===== config.mk =====
export PLATFORM = sky130hd
export DESIGN_NAME = alu_cmd_issuer
export DESIGN_NICKNAME = d
export VERILOG_FILES = /design/src/rtl/alu_pkg.sv /design/src/rtl/alu_cmd_issuer_rsp_fifo.sv /design/src/rtl/alu_cmd_issuer.sv
export SDC_FILE = /design/constraint.sdc
export NUM_CORES = 1
export LEC_CHECK = 0
export CORE_ASPECT_RATIO = 1.25
export CORE_MARGIN = 1.5
export CORE_UTILIZATION = 48
export CTS_CLUSTER_SIZE = 12
export DETAILED_ROUTE_END_ITERATION = 10
export PLACE_DENSITY = 0.82
export SLEW_MARGIN = 20
export SYNTH_ARGS = -nofsm -noshare
export SYNTH_HDL_FRONTEND = slang
export SYNTH_HIERARCHICAL = 1
export SYNTH_SLANG_ARGS = --single-unit

===== constraint.sdc =====
create_clock -name clk -period 2.5 [get_ports clk]
set_input_delay 0.375 -clock clk [delete_from_list [all_inputs] [get_ports clk]]
set_output_delay 0.375 -clock clk [all_outputs]
set_load 0.1 [all_outputs]

===== src/rtl/alu_pkg.sv =====
// alu_pkg: shared ALU widths, latency, opcodes and response entry type
package alu_pkg;
  localparam int OPR_W = 3;
  localparam int OP_W = 4;
  localparam int RES_W = 6;
  localparam int ALU_LAT = 1;
  localparam logic [OP_W-1:0] OP_ADD = 4'b0000;
  localparam logic [OP_W-1:0] OP_MUL = 4'b0011;
  localparam logic [OP_W-1:0] OP_CMP = 4'b1100;
  typedef struct packed {
    logic [OP_W-1:0]  opcode;
    logic [RES_W-1:0] result;
  } rsp_t;
endpackage


===== src/rtl/alu_cmd_issuer_rsp_fifo.sv =====
// rsp_fifo: generic synchronous circular FIFO with first-word head output
module rsp_fifo #(
  parameter int WIDTH = 8,
  parameter int DEPTH = 4
) (
  input  logic                   clk,
  input  logic                   rst,
  input  logic                   push,
  input  logic [WIDTH-1:0]       push_data,
  input  logic                   pop,
  output logic [WIDTH-1:0]       head_data,
  output logic [$clog2(DEPTH):0] count
);
  localparam int AW = $clog2(DEPTH);
  logic [WIDTH-1:0] mem_q [DEPTH];
  logic [WIDTH-1:0] mem_d [DEPTH];
  logic [AW-1:0] wr_q, wr_d, rd_q, rd_d;
  logic [AW:0] cnt_q, cnt_d;
  logic pop_ok;
  // Pops are ignored when empty; power-of-two depth lets pointers wrap by overflow
  always_comb begin
    pop_ok = pop && (cnt_q != '0);
    mem_d = mem_q;
    if (push) mem_d[wr_q] = push_data;
    wr_d = wr_q + AW'(push);
    rd_d = rd_q + AW'(pop_ok);
    cnt_d = cnt_q + (AW+1)'(push) - (AW+1)'(pop_ok);
  end
  // Storage and pointer registers; contents clear so the head reads zero after reset
  always_ff @(posedge clk) begin
    if (rst) begin
      mem_q <= '{default: '0};
      wr_q <= '0;
      rd_q <= '0;
      cnt_q <= '0;
    end else begin
      mem_q <= mem_d;
      wr_q <= wr_d;
      rd_q <= rd_d;
      cnt_q <= cnt_d;
    end
  end
  assign head_data = mem_q[rd_q];
  assign count = cnt_q;
endmodule


===== src/rtl/alu_cmd_issuer.sv =====
// alu_cmd_issuer: credit-limited command issue to the ALU with in-order response FIFO
module alu_cmd_issuer
  import alu_pkg::*;
#(
  parameter int DEPTH = 4
) (
  input  logic             clk,
  input  logic             rst,
  input  logic             cmd_valid,
  output logic             cmd_ready,
  input  logic [OP_W-1:0]  cmd_opcode,
  input  logic [OPR_W-1:0] cmd_a,
  input  logic [OPR_W-1:0] cmd_b,
  output logic [OP_W-1:0]  alu_opcode,
  output logic [OPR_W-1:0] alu_a,
  output logic [OPR_W-1:0] alu_b,
  input  logic [RES_W-1:0] alu_result,
  output logic             rsp_valid,
  input  logic             rsp_ready,
  output logic [RES_W-1:0] rsp_result,
  output logic [OP_W-1:0]  rsp_opcode,
  output logic             busy
);
  localparam int CW = $clog2(DEPTH) + 1;
  logic [OP_W-1:0] alu_opcode_q, alu_opcode_d;
  logic [OPR_W-1:0] alu_a_q, alu_a_d, alu_b_q, alu_b_d;
  logic [ALU_LAT-1:0] tag_v_q, tag_v_d;
  logic [ALU_LAT-1:0][OP_W-1:0] tag_op_q, tag_op_d;
  logic [CW-1:0] inflight_q, inflight_d, fifo_count;
  logic hs, cap;
  rsp_t push_data, head;
  assign cmd_ready = !rst && (({1'b0, inflight_q} + {1'b0, fifo_count}) < (CW+1)'(DEPTH));
  // Latch operands on handshake and shift the ownership tag toward the capture stage
  always_comb begin
    hs = cmd_valid && cmd_ready;
    cap = tag_v_q[ALU_LAT-1];
    alu_opcode_d = hs ? cmd_opcode : alu_opcode_q;
    alu_a_d = hs ? cmd_a : alu_a_q;
    alu_b_d = hs ? cmd_b : alu_b_q;
    tag_v_d = tag_v_q << 1;
    tag_v_d[0] = hs;
    tag_op_d = tag_op_q << OP_W;
    tag_op_d[0] = cmd_opcode;
    inflight_d = inflight_q + CW'(hs) - CW'(cap);
    push_data = '{opcode: tag_op_q[ALU_LAT-1], result: alu_result};
  end
  // Operand, tag and in-flight registers; reset drops every pending tag
  always_ff @(posedge clk) begin
    if (rst) begin
      alu_opcode_q <= '0;
      alu_a_q <= '0;
      alu_b_q <= '0;
      tag_v_q <= '0;
      tag_op_q <= '0;
      inflight_q <= '0;
    end else begin
      alu_opcode_q <= alu_opcode_d;
      alu_a_q <= alu_a_d;
      alu_b_q <= alu_b_d;
      tag_v_q <= tag_v_d;
      tag_op_q <= tag_op_d;
      inflight_q <= inflight_d;
    end
  end
  rsp_fifo #(.WIDTH($bits(rsp_t)), .DEPTH(DEPTH)) u_fifo (
    .clk(clk),
    .rst(rst),
    .push(cap),
    .push_data(push_data),
    .pop(rsp_ready),
    .head_data(head),
    .count(fifo_count)
  );
  assign alu_opcode = alu_opcode_q;
  assign alu_a = alu_a_q;
  assign alu_b = alu_b_q;
  assign rsp_valid = fifo_count != '0;
  assign rsp_result = head.result;
  assign rsp_opcode = head.opcode;
  assign busy = (inflight_q != '0) || (fifo_count != '0);
endmodule


-- Word-level counts from Yosys, hierarchy flattened
Cells that the tools add are included.
- order comparisons: 4
- add/sub/neg operators: 7
- reduce and logical (&&, ||, !) cells: 8
- muxes and demuxes: 6
- bitwise logic cells: 2
- operators with widths (kind ; count):
    40-bit bitwise mux ; 1
    10-bit two-way mux ; 3
    10-bit binary-select mux with 2-bit select ; 1
    10-bit demux with 2-bit select ; 1
    3-bit by 1-bit adder with 3-bit output ; 2
    3-bit greater-or-equal comparator (second input constant) ; 2
    2-bit NOT with 3-bit output ; 2
    3-bit nonzero test ; 2
    3-bit by 1-bit subtractor with 3-bit output ; 2
    2-bit by 1-bit adder with 2-bit output ; 2
    3-bit by 3-bit adder with 4-bit output ; 1
    1-bit logical AND ; 4
    4-bit by 3-bit less-than comparator with 1-bit output (second input constant) ; 1
    3-bit by 1-bit less-than comparator with 1-bit output (second input constant) ; 1
    1-bit logical NOT ; 1
    1-bit logical OR ; 1
- bits in registers: 65
- logic and storage cells: 40
- output and inout port bits: 23

-- Logic depth before layout (Yosys ltp)
Gate-level depths: netlist of the first run.
- depth after elaboration: 6
- mapped depth: 12
- depth with buffers taken out: 11

-- Cells and area by module
Netlist of the first run, hierarchy kept.
- by module, submodules not included (module ; instances ; cells each ; area each (µm²)):
    rsp_fifo ; 1 ; 184 ; 1979.4
    alu_cmd_issuer ; 1 ; 63 ; 775.7

-- Least setup slack after synthesis of the first run
Ideal clock, no wire load.
- kind: flip-flop to output port
- from: register u_fifo.cnt_q[1] (netlist: u_fifo/count[1])
- to: output port busy
- arrival: 2.094 ns
- setup slack: 0.031 ns
- path buffers: 0
- cell stages (with the launch flop): 3
- cells stage by stage: dfxtp_1 -> or3_1 -> or4_1
- longest elaborated chain between the ends: 2
- RTL lines (element ; line ; RTL):
    from (decl) ; alu_cmd_issuer_rsp_fifo.sv:18 ; logic [AW:0] cnt_q, cnt_d;
    from (signal assigned) ; alu_cmd_issuer_rsp_fifo.sv:40 ; cnt_q <= cnt_d;
    3-bit nonzero test ; -- ;
    net rsp_valid ; alu_cmd_issuer.sv:18 ; output logic rsp_valid,
    1-bit logical OR ; alu_cmd_issuer.sv:80 ; assign busy = (inflight_q != '0) || (fifo_count != '0);
    to (decl) ; alu_cmd_issuer.sv:22 ; output logic busy
The timed path passes the listed nets, and every way through them passes these cells.

-- Final worst setup path of the first run
- from: register inflight_q[2]
- to: register inflight_q[2]
- longest elaborated chain between the ends: 6
- RTL lines (element ; line ; RTL):
    from (decl) ; alu_cmd_issuer.sv:29 ; logic [CW-1:0] inflight_q, inflight_d, fifo_count;
    from (signal assigned) ; alu_cmd_issuer.sv:62 ; inflight_q <= inflight_d;
    3-bit by 3-bit adder with 4-bit output ; alu_cmd_issuer.sv:32 ; assign cmd_ready = !rst && (({1'b0, inflight_q} + {1'b0, fifo_count}) < (CW+1)'(DEPTH));
    4-bit by 3-bit less-than comparator with 1-bit output ; alu_cmd_issuer.sv:32 ;
    1-bit logical AND ; alu_cmd_issuer.sv:32 ;
    1-bit logical AND ; alu_cmd_issuer.sv:35 ; hs = cmd_valid && cmd_ready;
    3-bit by 1-bit adder with 3-bit output * ; alu_cmd_issuer.sv:44 ; inflight_d = inflight_q + CW'(hs) - CW'(cap);
    3-bit by 1-bit subtractor with 3-bit output * ; alu_cmd_issuer.sv:44 ;
Mark *: on every way between the ends. The rest lies on a longest branch, timed or not.
A chain may end at the register's enable or synchronous reset.

==> out/results.ini, run 1 <==
[yosys]
yosysWarnings = 6
post_synth_num_cell_types = 34
synthCells = 247
synthMuxAreaShare = 0.247
synthXorXnorAreaFrac = 0.0223
yosys.area_share.simple = 0.153
synth.avg_cell_area_sq_um = 11.2
syn_nets = 275
ys_ff_latch = 65
synth_compound_area_frac = 0.0259
synth_top_family_by_area = multiplexers
yosysSeqAreaShare = 0.472
mappedNetlistArea_sq_um = 2760
synthAdderAreaFrac = 0.0418

[drt]
routed_via_density = 5.15
firstDrtPassIters = 4
wl_um = 5120
drt_drc_violations_left = 0
postRouteAntennaNets = 0
initialDrtViolationCount = 139
wl_per_cell_um = 14.1
vias = 1871

[power]
leakagePower_nw = 1.56
ir_worst_vdd_mv = 1.20
power.density_nw_per_um2 = 1070
finalPower_mw = 3.74

[critical_path]
cp_data_required_time_ns = 2.69
critPathTopFamily = adder cells
startpoint_type = register
critPathKind = register to register
path_cells = ha_4 -> nor4_2 -> and3_4 -> inv_2 -> ha_1 -> inv_1 -> ha_1 -> inv_1 -> fa_2 -> xnor2_2 -> nor2_1
path_buf_inv = 3
end_kind = register
critPathArrivalTime_ns = 2.55
reg2reg_slack_ns = 0.15
worstPathMaxFanout = 3
slowest_stage = dfxtp_2
max_stage_delay_ns = 0.37

[global_routing]
grt_overflow_total = 0
grt_max_degree = 65
grt_pass1_wl_um = 8780
grt_pass1_vias = 1907
grt_antenna_before_repair = 0
grtUsageTotal = 0.186

[floorplanning]
core_area_sq_um = 5480
rows = 30
die_x_um = 70.8
die_area_sq_um = 6210
boundaryPins = 43
start_util = 0.503
chipHeight_um = 87.7

[layout]
fin_area_sq_um = 3510
stdcell_count = 363
diodes = 0
fillerInstances = 436
multi_input_area_sq_um = 1380
nets = 322
regArea_sq_um = 1300
mostFrequentLayoutCells = dfxtp_1 (63), nor2_1 (36), mux2i_1 (30)
synthToLayoutAreaGrowth_pct = 27.3
final_layout_size_suffix_gt1_frac = 0.244
final_common_cell = dfxtp_1

[place]
dp_hpwl_um = 3460
portBuffers = 42
gp_congestion = 0.723
placed_cell_area_sq_um = 3300
pre_cts_ws_ns = 0.148
placed_cells = 347

[cts]
clkLatencyLatePin_ns = 0.33
clkTransAtPathRegs_ns = 0.07
clock_sinks = 65
htree_num_levels = 3
clock_path_buffers = 2
cts-root-buf = clkbuf_8
numCtsBuffers = 9
cts_setup_buffers = 0
cts_tree = built

[sta]
hold_viol = 0
clock_skew_ns = 0.00776
layout_setup_ws_ns = 0.146
drv_slew = 0
tightest_slew_ns = 0.753
fmax_mhz = 425
finalSetupTns_ns = 0
min_period_ns = 2.35
setup_violations = 0
rsz0062_at_grt = no
slew_headroom = 0.496
fin_crit_sh = 0.942

[min_path]
hp-class = input pin to register

[outcome]
status = completed

[flow_run]
max_cap_viol_count = 0

-- timing repair --
item                                    CTS  global route
hold buffers                              0             0
endpoints found under the setup margin    0             1
gates resized for setup                   0             6
-- path summary, 6_finish.rpt --
path	startpoint	end	depth (start not counted)
max	inflight_q[2]	inflight_q[2]	11
min reg2reg	u_fifo/mem_q[9]	u_fifo/mem_q[9]	2
min	rst	cap	3
max reg2reg	inflight_q[2]	inflight_q[2]	11
-- flip-flops by register name, indices dropped and copies added, names as in the netlist --
register,count
u_fifo/mem_q,40
u_fifo/count,3
alu_opcode,4
alu_b,3
u_fifo/wr_q,2
u_fifo/rd_q,2
alu_a,3
cap,1
inflight_q,3
tag_op_q,4
-- cells in the mapped netlist --
cell type	instances	area [sq um]
and3_1	1	6.26
mux4_1	2	52.6
nor4_2	1	12.5
mux2_1	1	11.3
nor3b_2	1	12.5
nor2_1	36	135
or4_1	1	7.51
buf_6	4	45.0
or3_1	1	6.26
nor2b_1	11	68.8
o311ai_0	1	8.76
mux2_4	9	135
a21oi_1	10	50.1
mux2i_1	30	300
o31ai_1	1	7.51
xor2_1	3	26.3
and2b_1	7	52.6
ha_1	6	75.1
o21ai_0	1	5.00
xnor2_1	4	35.0
and3_2	1	7.51
clkbuf_1	5	18.8
inv_1	4	15.0
and2_1	1	6.26
buf_2	3	15.0
buf_4	1	7.51
inv_2	1	3.75
fa_1	2	40.0
mux4_2	8	180
nand3_1	2	10.0
nand2b_1	1	6.26
nand2_1	20	75.1
nand3b_1	2	15.0
dfxtp_1	65	1300
-- routing by layer --
| metal | track usage | up-vias | wire (um) |
|---|---|---|---|
| met2 | 0.297 | 45 | 2570 |
| met4 | 0.118 | 0 | 91 |
| li1 | - | 934 | - |
| met5 | 0 | - | 0 |
| met3 | 0.0529 | 6 | 189 |
| met1 | 0.223 | 886 | 2280 |
-- final cells by class --
cell class / instances / share of cell area
clock buffer: 11 / 0.0432
multi-input combinational: 164 / 0.392
clock inverter: 5 / 0.00856
tap: 64 / 0.0228
inverter: 5 / 0.00535
sequential: 65 / 0.372
timing repair buffer: 49 / 0.156
-- kinds of logic (layout without fill, tap and decap cells) --
logic type | count (synthesis) | count (layout)
buffers and inverters | 18 | 70
AND/OR/NAND/NOR | 86 | 86
XOR/XNOR | 7 | 7
flip-flops | 65 | 65
AO/OA/AOI/OAI | 13 | 13
adder cells (fa/ha/maj) | 8 | 8
multiplexers | 50 | 50
-- where the power goes --
group	internal, mW	switching [mW]	leakage [nW]
registers	1.17	0.132	0.530
clock network	0.408	0.391	0.0911
logic	0.604	1.04	0.938
-- stage by stage --
| step | hold slack (ns) | util |
|---|---|---|
| floorplan | 0.432 | - |
| global placement | 0.440 | 0.602 |
| detailed placement | 0.448 | 0.602 |
| CTS | 0.452 | 0.635 |
| global route | 0.400 | 0.640 |
| finish | 0.401 | 0.640 |
-- worst reg2reg max path, stage by stage, from the launching register on --
cell and delay (ns):
dfxtp_2 0.37, ha_4 0.21, nor4_2 0.30, and3_4 0.23, inv_2 0.03, ha_1 0.27, inv_1 0.06, ha_1 0.12
inv_1 0.06, fa_2 0.37, xnor2_2 0.13, nor2_1 0.05
Power figures use the tool's default switching activity.
==> run 2: changes to the inputs <==
- SYNTH_HIERARCHICAL: 1 -> default
==> run 2 against run 1 <==
  * Clock power grew 11%
  * Clock-buffer cell count shrank 1
  * Clock skew grew 0.0026 ns
  * Power grew 0.77%
  * Die area shrank 1.0%
  * Non-clock buffer count shrank 2
  * Utilization shrank 0.34 points
  * Critical path depth shrank 1
  * Flip-flop and latch count is the same
  * Synthesized cell count grew 0.40%
  * First-iteration DRC count shrank 42%
  * Hold slack lost 0.036 ns
  * Largest power group unchanged
==> out/results.ini, run 2 <==
[outcome]
status = completed

[yosys]
ys.flop_type = dfxtp_1
yosysSeqAreaShare = 0.477
mappedNetlistArea_sq_um = 2730
syn_nets = 278
post_synth_num_cell_types = 27
yosys.area.top_type_share = 0.477
ys_ff_latch = 65
synth_edf_count = 0
synth.avg_cell_area_sq_um = 11.0
ys_top_cells_by_count = dfxtp_1 (65), nor2_1 (35), mux2i_1 (30)
async_flop_share = 0
yosysMostFrequentCell = dfxtp_1
yosysTopAreaCell = dfxtp_1
yosysWarnings = 0
synthCells = 248
synthTopCellsByArea = dfxtp_1 (48%), mux2i_1 (11%), mux4_2 (8.3%)

[drt]
postRouteAntennaNets = 0
firstDrtPassIters = 4
initialDrtViolationCount = 80
wl_per_cell_um = 14.0
wl_um = 5060
vias = 1891
routed_via_density = 5.24
drt_drc_violations_left = 0

[min_path]
hp-class = input pin to register

[sta]
tightest_slew_ns = 0.775
min_period_ns = 2.31
rsz0062_at_grt = no
clock_skew_ns = 0.0103
fmax_mhz = 433
drv_slew = 0
hold_viol = 0
slew_headroom = 0.481
setup_violations = 0
finalSetupTns_ns = 0
layout_setup_ws_ns = 0.191
hold_slack_ns = 0.365
fin_crit_sh = 0.924

[floorplanning]
die_area_sq_um = 6140
rows = 30
die_x_um = 70.4
start_util = 0.501
boundaryPins = 43
chipHeight_um = 87.3
core_area_sq_um = 5440

[layout]
fin_area_sq_um = 3460
final_layout_size_suffix_gt1_frac = 0.249
largest_reg_flops = 40
fillerInstances = 427
mostFrequentLayoutCells = dfxtp_1 (63), nor2_1 (35), mux2i_1 (30)
nets = 322
synthToLayoutAreaGrowth_pct = 27.1
final_common_cell = dfxtp_1
diodes = 0
top_register = u_fifo.mem_q

[global_routing]
grt_max_degree = 65
gr-max-usage-layer = met2
grtUsageTotal = 0.186
grt_overflow_total = 0
grt_pass1_vias = 1848
grt_antenna_before_repair = 0
grt_pass1_wl_um = 8690
use_met2 = 0.302
use_met3 = 0.0532
met1_usage = 0.225

[critical_path]
end_kind = register
critPathArrivalTime_ns = 2.51
startpoint_type = register
critPathKind = register to register
worstPathMaxFanout = 3
cp_data_required_time_ns = 2.70

[flow_run]
max_cap_viol_count = 0

[cts]
clock_path_buffers = 2
cts_hold_buf = 0
clkLatencyLatePin_ns = 0.35
cts_tree = built
htree_num_levels = 3
clock_sinks = 65
cts-root-buf = clkbuf_8
numCtsBuffers = 9
clkTransAtPathRegs_ns = 0.07

[power]
power.density_nw_per_um2 = 1090
ir_worst_vdd_mv = 1.01
leakagePower_nw = 1.52

[place]
gp_congestion = 0.693
portBuffers = 42
pre_cts_ws_ns = 0.108
dp_hpwl_um = 3310
placed_cell_area_sq_um = 3240

## run 2: cell count changes after synthesis, sizes merged, moves of 2 or more
cell    before  now
buf          8   12
inv          5    7
ha           6    8
and2b        7    0
clkbuf       5    2
xor2         3    1
nor2b       11   19
## run 2: area by class of cell
type                    count  area [sq um]  share of cell area
multi-input cells         162          1350               0.391
flip-flops and latches     65          1300               0.376
repair buffers             47           495               0.143
clock buffers              10           138              0.0397
well taps                  64          80.1              0.0231
clock inverters             6          67.6              0.0195
inverters                   7          26.3             0.00758
## run 2: logic make-up (layout without fill, tap and decap cells)
family	count (synthesis)	in the layout	share of synthesized area
and+or+nand+nor	86	86	0.151
adders and majority gates	10	10	0.0514
AOI/OAI and AO/OA	10	10	0.0184
DFF	65	65	0.477
xor gates and xnor gates	6	6	0.0193
muxes	50	50	0.246
buffers and inverters	21	70	0.0367
## run 2: repair_timing
action / in CTS / in global routing
setup endpoints to repair: 0 / 1
buffers inserted: 0 / 0
gates resized for setup: 0 / 5
## run 2: where the power goes
group	switching [mW]	total, mW	internal, mW
registers	0.115	1.28	1.17
clock network	0.401	0.890	0.488
logic	1.03	1.60	0.568
total	1.54	3.77	2.23
## run 2: worst paths after layout
kind	startpoint	end	slack (ns)	cells past startpoint
worst max register to register	inflight_q[2]	inflight_q[1]	0.19	10
worst min-delay path	rst	cap	0.37	3
worst min register to register	u_fifo.mem_q[8]	u_fifo.mem_q[8]	0.46	2
worst max-delay path	inflight_q[2]	inflight_q[1]	0.19	10
## run 2: through the flow
stage	instances	total power, mW	utilization
floorplan	248	2.52	-
finish	361	3.77	0.637
global route	361	3.97	0.637
global placement	345	2.86	0.595
detailed placement	345	2.89	0.595
CTS	361	3.79	0.633
## run 2: per-layer routing
| layer | wire length (um) | vias to the layer above |
|---|---|---|
| li1 | - | 922 |
| met1 | 2160 | 913 |
| met2 | 2530 | 49 |
| met3 | 272 | 7 |
| met4 | 95 | 0 |
| met5 | 0 | - |
## run 2: critical path: stages (launching register included)
cell	delay, ns
dfxtp_2	0.37
ha_4	0.21
nor4_2	0.29
and3_4	0.23
inv_2	0.04
ha_1	0.27
inv_1	0.05
ha_1	0.12
inv_1	0.05
fa_2	0.51
nor2_1	0.04
